==> src/rtl/mem_access_unit.sv <==
`default_nettype none
// ============================================================================
// Module   : mem_access_unit
// Purpose  : MEM-stage data-memory access unit. Turns load/store control into
//            a req/ack bus transaction, steers store lanes, extracts loads.
// Options  : MISALIGN_TRAP_EN - trap misaligned h/hu/w accesses instead of
//            forcing the low address bits aligned.
// Revision : 1.0 - initial release
// ============================================================================
module mem_access_unit #(
  parameter int DATA_WIDTH     = 32,
  parameter int ADDR_WIDTH     = 32,
  parameter int TIMEOUT_CYCLES = 255
) (
  input  logic                  clk,
  input  logic                  rst,
  input  logic [ADDR_WIDTH-1:0] alu_result_i,
  input  logic [DATA_WIDTH-1:0] rd_data2_i,
  input  logic [2:0]            funct3_i,
  input  logic                  MemRead_i,
  input  logic                  MemWrite_i,
  output logic                  dmem_req_o,
  output logic                  dmem_we_o,
  output logic [ADDR_WIDTH-1:0] dmem_addr_o,
  output logic [DATA_WIDTH-1:0] dmem_wdata_o,
  output logic [3:0]            dmem_be_o,
  input  logic [DATA_WIDTH-1:0] dmem_rdata_i,
  input  logic                  dmem_ack_i,
  output logic [DATA_WIDTH-1:0] mem_data_o,
  output logic                  stall_o,
  output logic                  bus_err_o,
  output logic                  misaligned_o
);

  localparam logic [7:0] c_TIMEOUT_LAST = 8'(TIMEOUT_CYCLES - 1);

  typedef enum logic [1:0] {
    S_IDLE = 2'd0,
    S_REQ  = 2'd1,
    S_RESP = 2'd2
  } state_t;

  state_t                  r_state, w_state_nxt;
  logic [7:0]              r_cnt;
  logic [1:0]              r_off;
  logic [2:0]              r_funct3;
  logic                    r_we;
  logic [ADDR_WIDTH-1:0]   r_addr;
  logic [DATA_WIDTH-1:0]   r_wdata;
  logic [3:0]              r_be;
  logic [DATA_WIDTH-1:0]   r_mem_data;
  logic                    r_bus_err;
  logic                    r_misaligned;

  logic                    w_mem_op;
  logic                    w_is_byte;
  logic                    w_is_half;
  logic [1:0]              w_off;
  logic                    w_trap;
  logic                    w_timeout;
  logic [3:0]              w_be;
  logic [DATA_WIDTH-1:0]   w_wdata;
  logic [DATA_WIDTH-1:0]   w_load_val;

  assign w_mem_op  = MemRead_i | MemWrite_i;
  // 000/100 are byte, 001/101 are half; everything else (incl. reserved) is word
  assign w_is_byte = (funct3_i[1:0] == 2'b00);
  assign w_is_half = (funct3_i[1:0] == 2'b01);

`ifdef MISALIGN_TRAP_EN
  logic w_misaligned;
  assign w_misaligned = (w_is_half && alu_result_i[0]) ||
                        (!w_is_byte && !w_is_half && (alu_result_i[1:0] != 2'b00));
  assign w_off  = alu_result_i[1:0];
  assign w_trap = w_mem_op && w_misaligned;
`else
  assign w_off  = w_is_byte ? alu_result_i[1:0] :
                  w_is_half ? {alu_result_i[1], 1'b0} : 2'b00;
  assign w_trap = 1'b0;
`endif

  always_comb begin
    w_be    = 4'b1111;
    w_wdata = rd_data2_i;
    if (w_is_byte) begin
      w_be    = 4'b0001 << w_off;
      w_wdata = {4{rd_data2_i[7:0]}};
    end else if (w_is_half) begin
      w_be    = 4'b0011 << {w_off[1], 1'b0};
      w_wdata = {2{rd_data2_i[15:0]}};
    end
  end

  // Lane offset and size were captured on entry to REQ, so extraction uses them
  always_comb begin
    w_load_val = dmem_rdata_i;
    case (r_funct3)
      3'b000: w_load_val = {{24{dmem_rdata_i[8*r_off+7]}}, dmem_rdata_i[8*r_off +: 8]};
      3'b100: w_load_val = {24'd0, dmem_rdata_i[8*r_off +: 8]};
      3'b001: w_load_val = r_off[1] ? {{16{dmem_rdata_i[31]}}, dmem_rdata_i[31:16]}
                                    : {{16{dmem_rdata_i[15]}}, dmem_rdata_i[15:0]};
      3'b101: w_load_val = r_off[1] ? {16'd0, dmem_rdata_i[31:16]}
                                    : {16'd0, dmem_rdata_i[15:0]};
      default: w_load_val = dmem_rdata_i;
    endcase
  end

  assign w_timeout = (r_cnt == c_TIMEOUT_LAST) && !dmem_ack_i;

  always_comb begin
    w_state_nxt = r_state;
    stall_o     = 1'b0;
    case (r_state)
      S_IDLE: begin
        stall_o = w_mem_op;
        if (w_trap)        w_state_nxt = S_RESP;
        else if (w_mem_op) w_state_nxt = S_REQ;
      end
      S_REQ: begin
        stall_o = 1'b1;
        if (dmem_ack_i || w_timeout) w_state_nxt = S_RESP;
      end
      S_RESP:  w_state_nxt = S_IDLE;
      default: w_state_nxt = S_IDLE;
    endcase
  end

  always_ff @(posedge clk or posedge rst) begin
    if (rst) begin
      r_state      <= S_IDLE;
      r_cnt        <= 8'd0;
      r_off        <= 2'd0;
      r_funct3     <= 3'd0;
      r_we         <= 1'b0;
      r_addr       <= '0;
      r_wdata      <= '0;
      r_be         <= 4'd0;
      r_mem_data   <= '0;
      r_bus_err    <= 1'b0;
      r_misaligned <= 1'b0;
    end else begin
      r_state      <= w_state_nxt;
      r_bus_err    <= 1'b0;
      r_misaligned <= 1'b0;
      case (r_state)
        S_IDLE: begin
          if (w_trap) begin
            r_misaligned <= 1'b1;
          end else if (w_mem_op) begin
            r_we     <= MemWrite_i;
            r_addr   <= {alu_result_i[ADDR_WIDTH-1:2], 2'b00};
            r_wdata  <= w_wdata;
            r_be     <= w_be;
            r_off    <= w_off;
            r_funct3 <= funct3_i;
            r_cnt    <= 8'd0;
          end
        end
        S_REQ: begin
          if (dmem_ack_i) begin
            r_cnt <= 8'd0;
            if (!r_we) r_mem_data <= w_load_val;
          end else if (w_timeout) begin
            r_cnt     <= 8'd0;
            r_bus_err <= 1'b1;
          end else begin
            r_cnt <= r_cnt + 8'd1;
          end
        end
        default: ;
      endcase
    end
  end

  assign dmem_req_o   = (r_state == S_REQ);
  assign dmem_we_o    = r_we;
  assign dmem_addr_o  = r_addr;
  assign dmem_wdata_o = r_wdata;
  assign dmem_be_o    = r_be;
  assign mem_data_o   = r_mem_data;
  assign bus_err_o    = r_bus_err;
  assign misaligned_o = r_misaligned;

endmodule
`default_nettype wire
==> config.mk <==
export PLATFORM = sky130hd
export DESIGN_NAME = mem_access_unit
export DESIGN_NICKNAME = d
export VERILOG_FILES = /design/src/rtl/mem_access_unit.sv
export SDC_FILE = /design/constraint.sdc
export NUM_CORES = 1
export LEC_CHECK = 0
export CELL_PAD_IN_SITES_DETAIL_PLACEMENT = 1
export CELL_PAD_IN_SITES_GLOBAL_PLACEMENT = 2
export CORE_ASPECT_RATIO = 0.6
export CORE_MARGIN = 3
export CORE_UTILIZATION = 25
export CTS_CLUSTER_DIAMETER = 60
export DETAILED_ROUTE_END_ITERATION = 6
export PLACE_DENSITY = 0.89
export SYNTH_ARGS = -nofsm -noshare
export SYNTH_HDL_FRONTEND = slang
export SYNTH_SLANG_ARGS = --single-unit
==> constraint.sdc <==
create_clock -name clk -period 3.8 [get_ports clk]
set_input_delay 0.38 -clock clk [delete_from_list [all_inputs] [get_ports clk]]
set_output_delay 0.38 -clock clk [all_outputs]
set_load 0.01 [all_outputs]
======== Yosys cells after proc, flatten, opt, wreduce, memory -nomap -nowiden ========
Cells that the tools add are included.
word-level totals
  input port bits ......................... 104
  register bits after elaboration ......... 115
  output and inout bits ................... 105
cells by class
  $add $sub $neg .......................... 2
  mux-type cells .......................... 22
  eq/ne operators ......................... 8
  reduce and logical (&&, ||, !) cells .... 11
  $lt $le $gt $ge ......................... 1
  shifts and indexed selects .............. 3
  bitwise gates (word level) .............. 2
operators by type and width
  operator                                                            count
  32-bit case mux with 4 select lines                                 1
  32-bit two-way mux                                                  3
  32-bit by 6-bit indexed part select with 8-bit output               1
  8-bit two-way mux                                                   3
  16-bit two-way mux                                                  1
  8-bit case mux with 2 select lines                                  1
  8-bit by 1-bit adder with 8-bit output (second input constant)      1
  8-bit == test (second input constant)                               1
  2-bit two-way mux                                                   4
  4-bit two-way mux                                                   2
  5-bit by 3-bit adder with 6-bit output (second input constant)      1
  3-bit == test (second input constant)                               2
  6-bit < comparator (second input constant)                          1
  2-bit AND reduction                                                 3
  1-bit binary-select mux with 5-bit select                           1
  2-bit by 1-bit == test with 1-bit output (second input constant)    2
  2-bit logical NOT                                                   2
  1-bit two-way mux                                                   4
  2-bit case mux with 2 select lines                                  1
  1-bit by 2-bit << shifter with 4-bit output (first input constant)  1
  2-bit by 2-bit << shifter with 4-bit output (first input constant)  1
  3-bit by 1-bit == test with 1-bit output (second input constant)    1
  3-bit logical NOT                                                   1
  3-bit AND reduction                                                 1
  other kinds (9)                                                     9

======== Depth between registers and ports, before layout ========
  depth in word-level cells ............... 6
  depth in mapped cells ................... 6

======== Worst setup path before layout ========
No wires, ideal clock.
  path kind ............................... flip-flop to flip-flop
  start ................................... reg r_we (netlist: dmem_we_o)
  end ..................................... reg r_mem_data[25] (netlist: mem_data_o[25])
  setup time .............................. 0.069 ns
  clock period less this slack ............ 1.592 ns
  path buffers ............................ 2
  data required time ...................... 3.731 ns
  arrival time ............................ 1.523 ns
  slack ................................... 2.208 ns
  stages on the path, launching flop included .. 7
  cells stage by stage .................... dfrtp_1 > and4bb_1 > buf_4 > nand2b_4 > a2111o_1 > buf_6 > nand3_1
on the way
  cells in the longest elaborated chain, start to end .. 2
ends and longest elaborated chain
  what                           RTL line  source
  start, declared                47        logic r_we;
  start signal, assigned         150       r_we <= MemWrite_i;
  1-bit NOT (no line)            --
  3-bit AND reduction (no line)  --
  end signal, assigned           162       if (!r_we) r_mem_data <= w_load_val;
  end, declared                  51        logic [DATA_WIDTH-1:0] r_mem_data;
Every way passes these cells.
A chain may end at the register's enable or synchronous reset.

======== Final worst setup path ========
  start ................................... in MemWrite_i
  end ..................................... out stall_o
on the way
  cells in the longest elaborated chain, start to end .. 2
ends and longest elaborated chain
  what                                RTL line  source
  start, declared                     21        input logic MemWrite_i,
  1-bit bitwise OR                    65        assign w_mem_op = MemRead_i | MemWrite_i;
  1-bit case mux with 2 select lines  113       case (r_state)
  end, declared                       30        output logic stall_o,
Every way passes these cells.

==> metrics.md <==
| Metric | Value |
|---|---|
| Status | `finished, final reports clean` |
| Peak supply drop | `0.3961 mV` |
| Share of async-settable or async-resettable flops after synthesis | `between 90% and 100%` |
| Final weighted congestion in routability-driven placement | `between 0.7 and 0.8` |
| Post-DR vias/cell | `4.592` |
| Critical Path AT | `around 2300 ps` |
| Cell Int Power | `around 4.2 mW` |
| Max Root-Sink Buffers | `2` |
| # H-tree levels | `4` |
| Synth Area in XOR/XNOR | `0.6564%` |
| Area used by sequential logic in the layout | `2878 sq um` |
| Initial core utilization | `roughly a quarter` |
| Part of the power in the clock network | `24.4%` |
| Clock Skew | `about 7.0 ps` |
| Max-slew headroom at the worst pin | `~45%` |
| Switching pwr | `approximately 2.4 mW` |
| Slew at the pin closest to its max-slew limit | `822.2 ps` |
| Number of library cell types mapped by synthesis | `46` |
| Average routed wire per standard cell | `~18 um` |
| Antenna viol nets, final | `0` |
| Maximum number of pins on one net before global-route repair | `roughly 120` |
| Comb power frac | `around 42%` |
| Cell accounting for the most synthesized area | `dfrtp_1` |
| HPWL after detailed placement | `~13000 um` |
| Count of buffers inserted at the top-level ports | `205` |
| Main area contributors after synthesis | `dfrtp_1 54%, nand2_1 13%, mux2i_1 5.8%` |
| Total CTS buffers | `17` |
| Post-cts repair resize count | `0` |
| Crit. End Element | `primary output` |
| Routed vias | `about 4900` |
| Number of instances in the synthesized netlist | `587` |
| Fraction of the mapped netlist area in simple logic gates | `between 20% and 30%` |
| Count of endpoints failing setup in the final report | `0` |
| Total number of placement rows | `40` |
| Share of power burned in registers | `about a third` |
| Max cap viols | `0` |
| Most frequent standard cell in the layout excluding fill and tap cells | `clkdlybuf4s50_1` |
| Leakage dissipation | `3.650 nW` |
| Synthesized area | `5338 sq um` |
| Primary FF master, synth | `dfrtp_1` |
| Clock-pin slew on the worst setup and hold paths | `approximately 50 ps` |
| DRC errors left | `0` |
| Dominant combinational cell family by area after synthesis | `simple AND/OR/NAND/NOR gates` |
| CTS sink cnt | `between 100 and 150` |
| Routed wire length | `approximately 19000 um` |
| First-pass GRT wire length | `30150 um` |
| CTS tree | `done` |
| Number of enable flip-flop cells after synthesis | `0` |
| Placed Area | `around 7600 sq um` |
| Synth Area per Inst | `approximately 9.1 sq um` |
| PnR Total Power | `approximately 6.6 mW` |
| Post-synthesis mux area share | `between 7 and 8%` |
| Number of hold buffers added after cts | `0` |
| Max Fanout on Critical Path | `5` |
| Critical path start-end classification | `in2out` |
| Count of fill cells added during filler insertion | `2363` |
| Multi-input gate area | `approximately 2300 sq um` |
| Number of inserted diodes | `0` |
| Nets | `~890` |
| Adder-Cell Fraction of Synth Area | `0.4688%` |
| Unrepaired setup endpoints after global routing | `false` |
| Number of global-route vias before repair | `~5300` |
| Antenna violations before repair | `1` |
| Pre-antenna DRT Iters | `6` |
| Data required time of the worst path | `roughly 3400 ps` |
| Net switching fraction of the power | `roughly 36%` |
| Starting DRT DRC Count | `about 280` |
| Synthesis-stage register bit count | `115` |
| Worst hold-check path type | `reg2reg` |
| Full die area | `about 23000 sq um` |
| Achievable clock frequency | `0.3795 GHz` |
| Library cell used as clock root buffer | `clkbuf_16` |
| Tmin final | `about 2600 ps` |
| Final hold vios | `0` |
| Yosys top cell area share | `between 50% and 60%` |
| Standard cell core area | `20470 sq um` |
| Final non-filler cell area | `8229 sq um` |
| Share of the synthesized area in compound gates (AO/OA/AOI/OAI) | `approximately 9.6%` |
| Die H | `119.2 um` |
| Fraction of layout cells with a size suffix above 1 | `under 10%` |
| Most frequent cells in the layout | `205 x clkdlybuf4s50_1, 187 x nand2_1, 115 x dfrtp_1, 47 x o21ai_0, 35 x nand3_1` |
| Top-level port count | `between 200 and 250` |
| Final standard cell utilization of the core | `between 40% and 50%` |
| Power density over the cells | `around 800 nW/um^2` |
| Total routing resource utilization after global routing | `between 15 and 20%` |
| Number of buffers added for setup after CTS | `0` |
| Area added between synthesis and finish | `54.17%` |
| Width of the die | `between 150 and 200 um` |
| Final cycle utilization of the critical path | `roughly 69%` |
| Yosys Warn Count | `0` |
| Total negative setup slack | `0 ps` |
| Insertion delay to the later sink of the worst-skew pair | `420 ps` |
| Sequential-to-total area share from yosys stat | `53.91%` |
| GRT overflow | `0` |
| Kind of start point of the critical path | `input port` |
| Pins Over Slew Limit | `0` |
-- state kept, by name, summed over array words and instances, names as in the netlist --
signal,cells
mem_data_o,32
r_cnt,8
dmem_be_o,4
bus_err_o,1
r_off,2
dmem_we_o,1
dmem_wdata_o,32
r_state,2
dmem_addr_o,30
r_funct3,3
-- synth_stat cells, types with 2 or more instances --
| library cell | n |
|---|---|
| a21o_1 | 4 |
| a21oi_1 | 18 |
| a222oi_1 | 2 |
| a22o_1 | 3 |
| a31oi_1 | 2 |
| and2_1 | 2 |
| buf_1 | 3 |
| buf_2 | 6 |
| buf_4 | 5 |
| clkbuf_1 | 25 |
| dfrtp_1 | 115 |
| ha_1 | 2 |
| inv_1 | 6 |
| mux2_2 | 6 |
| mux2i_1 | 31 |
| nand2_1 | 187 |
| nand2b_1 | 3 |
| nand3_1 | 35 |
| nand3b_1 | 10 |
| nand4_1 | 2 |
| nor2_1 | 27 |
| nor2b_1 | 8 |
| nor3_1 | 5 |
| nor3b_1 | 3 |
| nor4_1 | 4 |
| o21ai_0 | 47 |
| o21ai_1 | 2 |
| o22ai_1 | 2 |
| o32ai_1 | 2 |
| xnor2_1 | 4 |
-- per-stage QoR --
stage | worst slack, ps | hold WS (ps) | std cells
after floorplan | 375.9 | 470.3 | 589
after global placement | 1318 | 456.6 | 1035
after detailed placement | 1247 | 463.5 | 1035
after CTS | 1099 | 468.3 | 1066
after global routing | 1017 | 477.2 | 1066
final | 1165 | 469.1 | 1066
-- metal layers --
layer	GRT usage (%)	part of all wire (%)
met3	8.962	11
met2	24.37	43
met1	21.88	46
met5	0	0.063
met4	3.586	0.67
-- worst max-delay path: stages --
cell and delay, ps:
clkdlybuf4s50_1 510, nor3_1 560, or2_2 260, inv_1 70
clkdlybuf4s50_1 470
-- worst paths after layout --
path                                             start  cells past startpoint  slack, ps                          end
setup / recovery                            MemWrite_i                      5       1160                      stall_o
hold / removal             dmem_addr_o[29]$_DFFE_PP0P_                      2        470  dmem_addr_o[29]$_DFFE_PP0P_
setup reg to reg                  r_off[1]$_DFFE_PP0P_                      4       1500   mem_data_o[15]$_DFFE_PP0P_
hold reg to reg            dmem_addr_o[29]$_DFFE_PP0P_                      2        470  dmem_addr_o[29]$_DFFE_PP0P_
max in group asynchronous                          rst                      3       2820  dmem_addr_o[17]$_DFFE_PP0P_
min in group asynchronous                          rst                      3        480   mem_data_o[28]$_DFFE_PP0P_
-- final cells by class --
type	instances	area share, %
sequential	115	34.97
tap	273	4.151
clock buffer	28	6.644
multi-input combinational	428	27.63
timing repair buffer	213	25.82
inverter	6	0.3041
clock inverter	3	0.4865
-- power groups by stage --
stage               registers [mW]  logic [mW]  clock network [mW]
finish                        2.19        2.80                1.61
global route                  2.27        3.09                1.71
CTS                           2.20        2.85                1.65
detailed placement            2.21        2.82                   0
global placement              2.18        2.79                   0
floorplan                     2.30        1.13                   0
-- logic make-up after synthesis --
group | after synthesis
XOR/XNOR | 4
AO/OA/AOI/OAI | 89
AND/OR/NAND/NOR | 292
adder cells (fa/ha/maj) | 2
flip-flops | 115
buffers and inverters | 46
other | 1
multiplexers | 38
Note: power is estimated with default switching activity, not from simulation.
==> RTL edit, RTL diff (same settings) <==
Build with the macro `MISALIGN_TRAP_EN` defined.
--- a/src/rtl/mem_access_unit.sv
+++ b/src/rtl/mem_access_unit.sv
@@ -9,2 +9,4 @@
 // ============================================================================
+`define MISALIGN_TRAP_EN
+
 module mem_access_unit #(
Behaviour: not the same (a bounded check fails within 4 cycles, from zero or initial values and one cycle with rst high).
==> RTL edit against the original RTL <==
  * Design area up 2.3%
  * Critical endpoint is now dmem_wdata_o[27]
  * Power is 2.9% higher
  * Worst setup slack better by 0.18 ns
  * Routed wire length grew 0.45%
  * Highest routed layer unchanged
  * Synthesized area grew 2.1%
  * Largest cell class unchanged
  * Synthesized cell count is 17% lower
  * Register-to-register slack better by 0.06 ns
  * Sequential cell count increased by 1
==> RTL edit: results (changes against the original RTL) <==
| Metric | Value |
|---|---|
| Register area share after synthesis | `0.533 (was 0.539)` |
| Type of the tightest min-delay check | `in -> async (was reg -> reg)` |
| Metal2 WL | `8220 µm (was 8080 µm)` |
| GRT met1 Usage | `0.213 (was 0.219)` |
| Met1 WL | `8620 µm (was 8680 µm)` |
| Worst clock skew | `0.00903 ns (was 0.00695 ns)` |
| Slowest CP cell | `and4b_4 (was nor3_1)` |
| VDD IR max | `0.407 mV (was 0.396 mV)` |
| Post-synthesis compound-gate area fraction | `0.110 (was 0.0961)` |
| Top cells by count, synth | `dfrtp_1, mux2_2, nand2_1 (was nand2_1, dfrtp_1, o21ai_0)` |
| Largest stage delay on the critical path | `0.65 ns (was 0.56 ns)` |
| Port buffer count | `206 (was 205)` |
| WL per Instance | `19.5 µm (was 17.8 µm)` |
| Multiplexer share of the synthesized area | `0.187 (was 0.0750)` |
| Fraction of layout cells with a size suffix above 1 | `0.160 (was 0.0631)` |
| Vias in the first global route | `5125 (was 5323)` |
| GPL Wtd Cong | `0.744 (was 0.742)` |
| Leakage | `3.57 nW (was 3.65 nW)` |
| Critical Path AT | `2.76 ns (was 2.26 ns)` |
| Dpl cells | `949 (was 1035)` |
| Reg2reg setup slack | `1.56 ns (was 1.50 ns)` |
| Synth top area cells | `dfrtp_1, mux2_2, mux2i_1 (was dfrtp_1, nand2_1, mux2i_1)` |
| Vias | `4663 (was 4895)` |
| Switching power share of the total | `0.336 (was 0.360)` |
| Met2 global-route usage | `0.245 (was 0.244)` |
| DP Area | `7800 µm² (was 7640 µm²)` |
| DR WL met3 | `2060 µm (was 2080 µm)` |
| Crit path launch | `alu_result_i[0] (was MemWrite_i)` |
| Status | `finished clean (unchanged)` |
==> RTL edit: layout make-up <==
| cell class | count | area (µm²) |
|---|---|---|
| fill | 2320 | 12800 |
| sequential | 116 | 2900 |
| multi-input combinational | 331 | 2360 |
| timing repair buffer | 216 | 2160 |
| clock buffer | 18 | 429 |
| tap | 279 | 349 |
| clock inverter | 13 | 185 |
| inverter | 7 | 28.8 |
==> RTL edit: worst max path at each step <==
stage                                  end  slack [ns]  cells past startpoint
after floorplan                  bus_err_o        0.35                      1
after global placement      dmem_addr_o[3]        1.04                      5
after detailed placement  dmem_wdata_o[27]        0.87                      5
after CTS                 dmem_wdata_o[27]        1.36                      5
after global routing       dmem_addr_o[18]        1.19                      5
final                     dmem_wdata_o[27]        1.34                      5
==> RTL edit: worst max-delay path: cells and delay by family <==
kind / cells / cell delay [ns]
buf+inv: 2 / 0.91
mux: 1 / 0.37
simple gates: 1 / 0.65
compound gates: 1 / 0.42
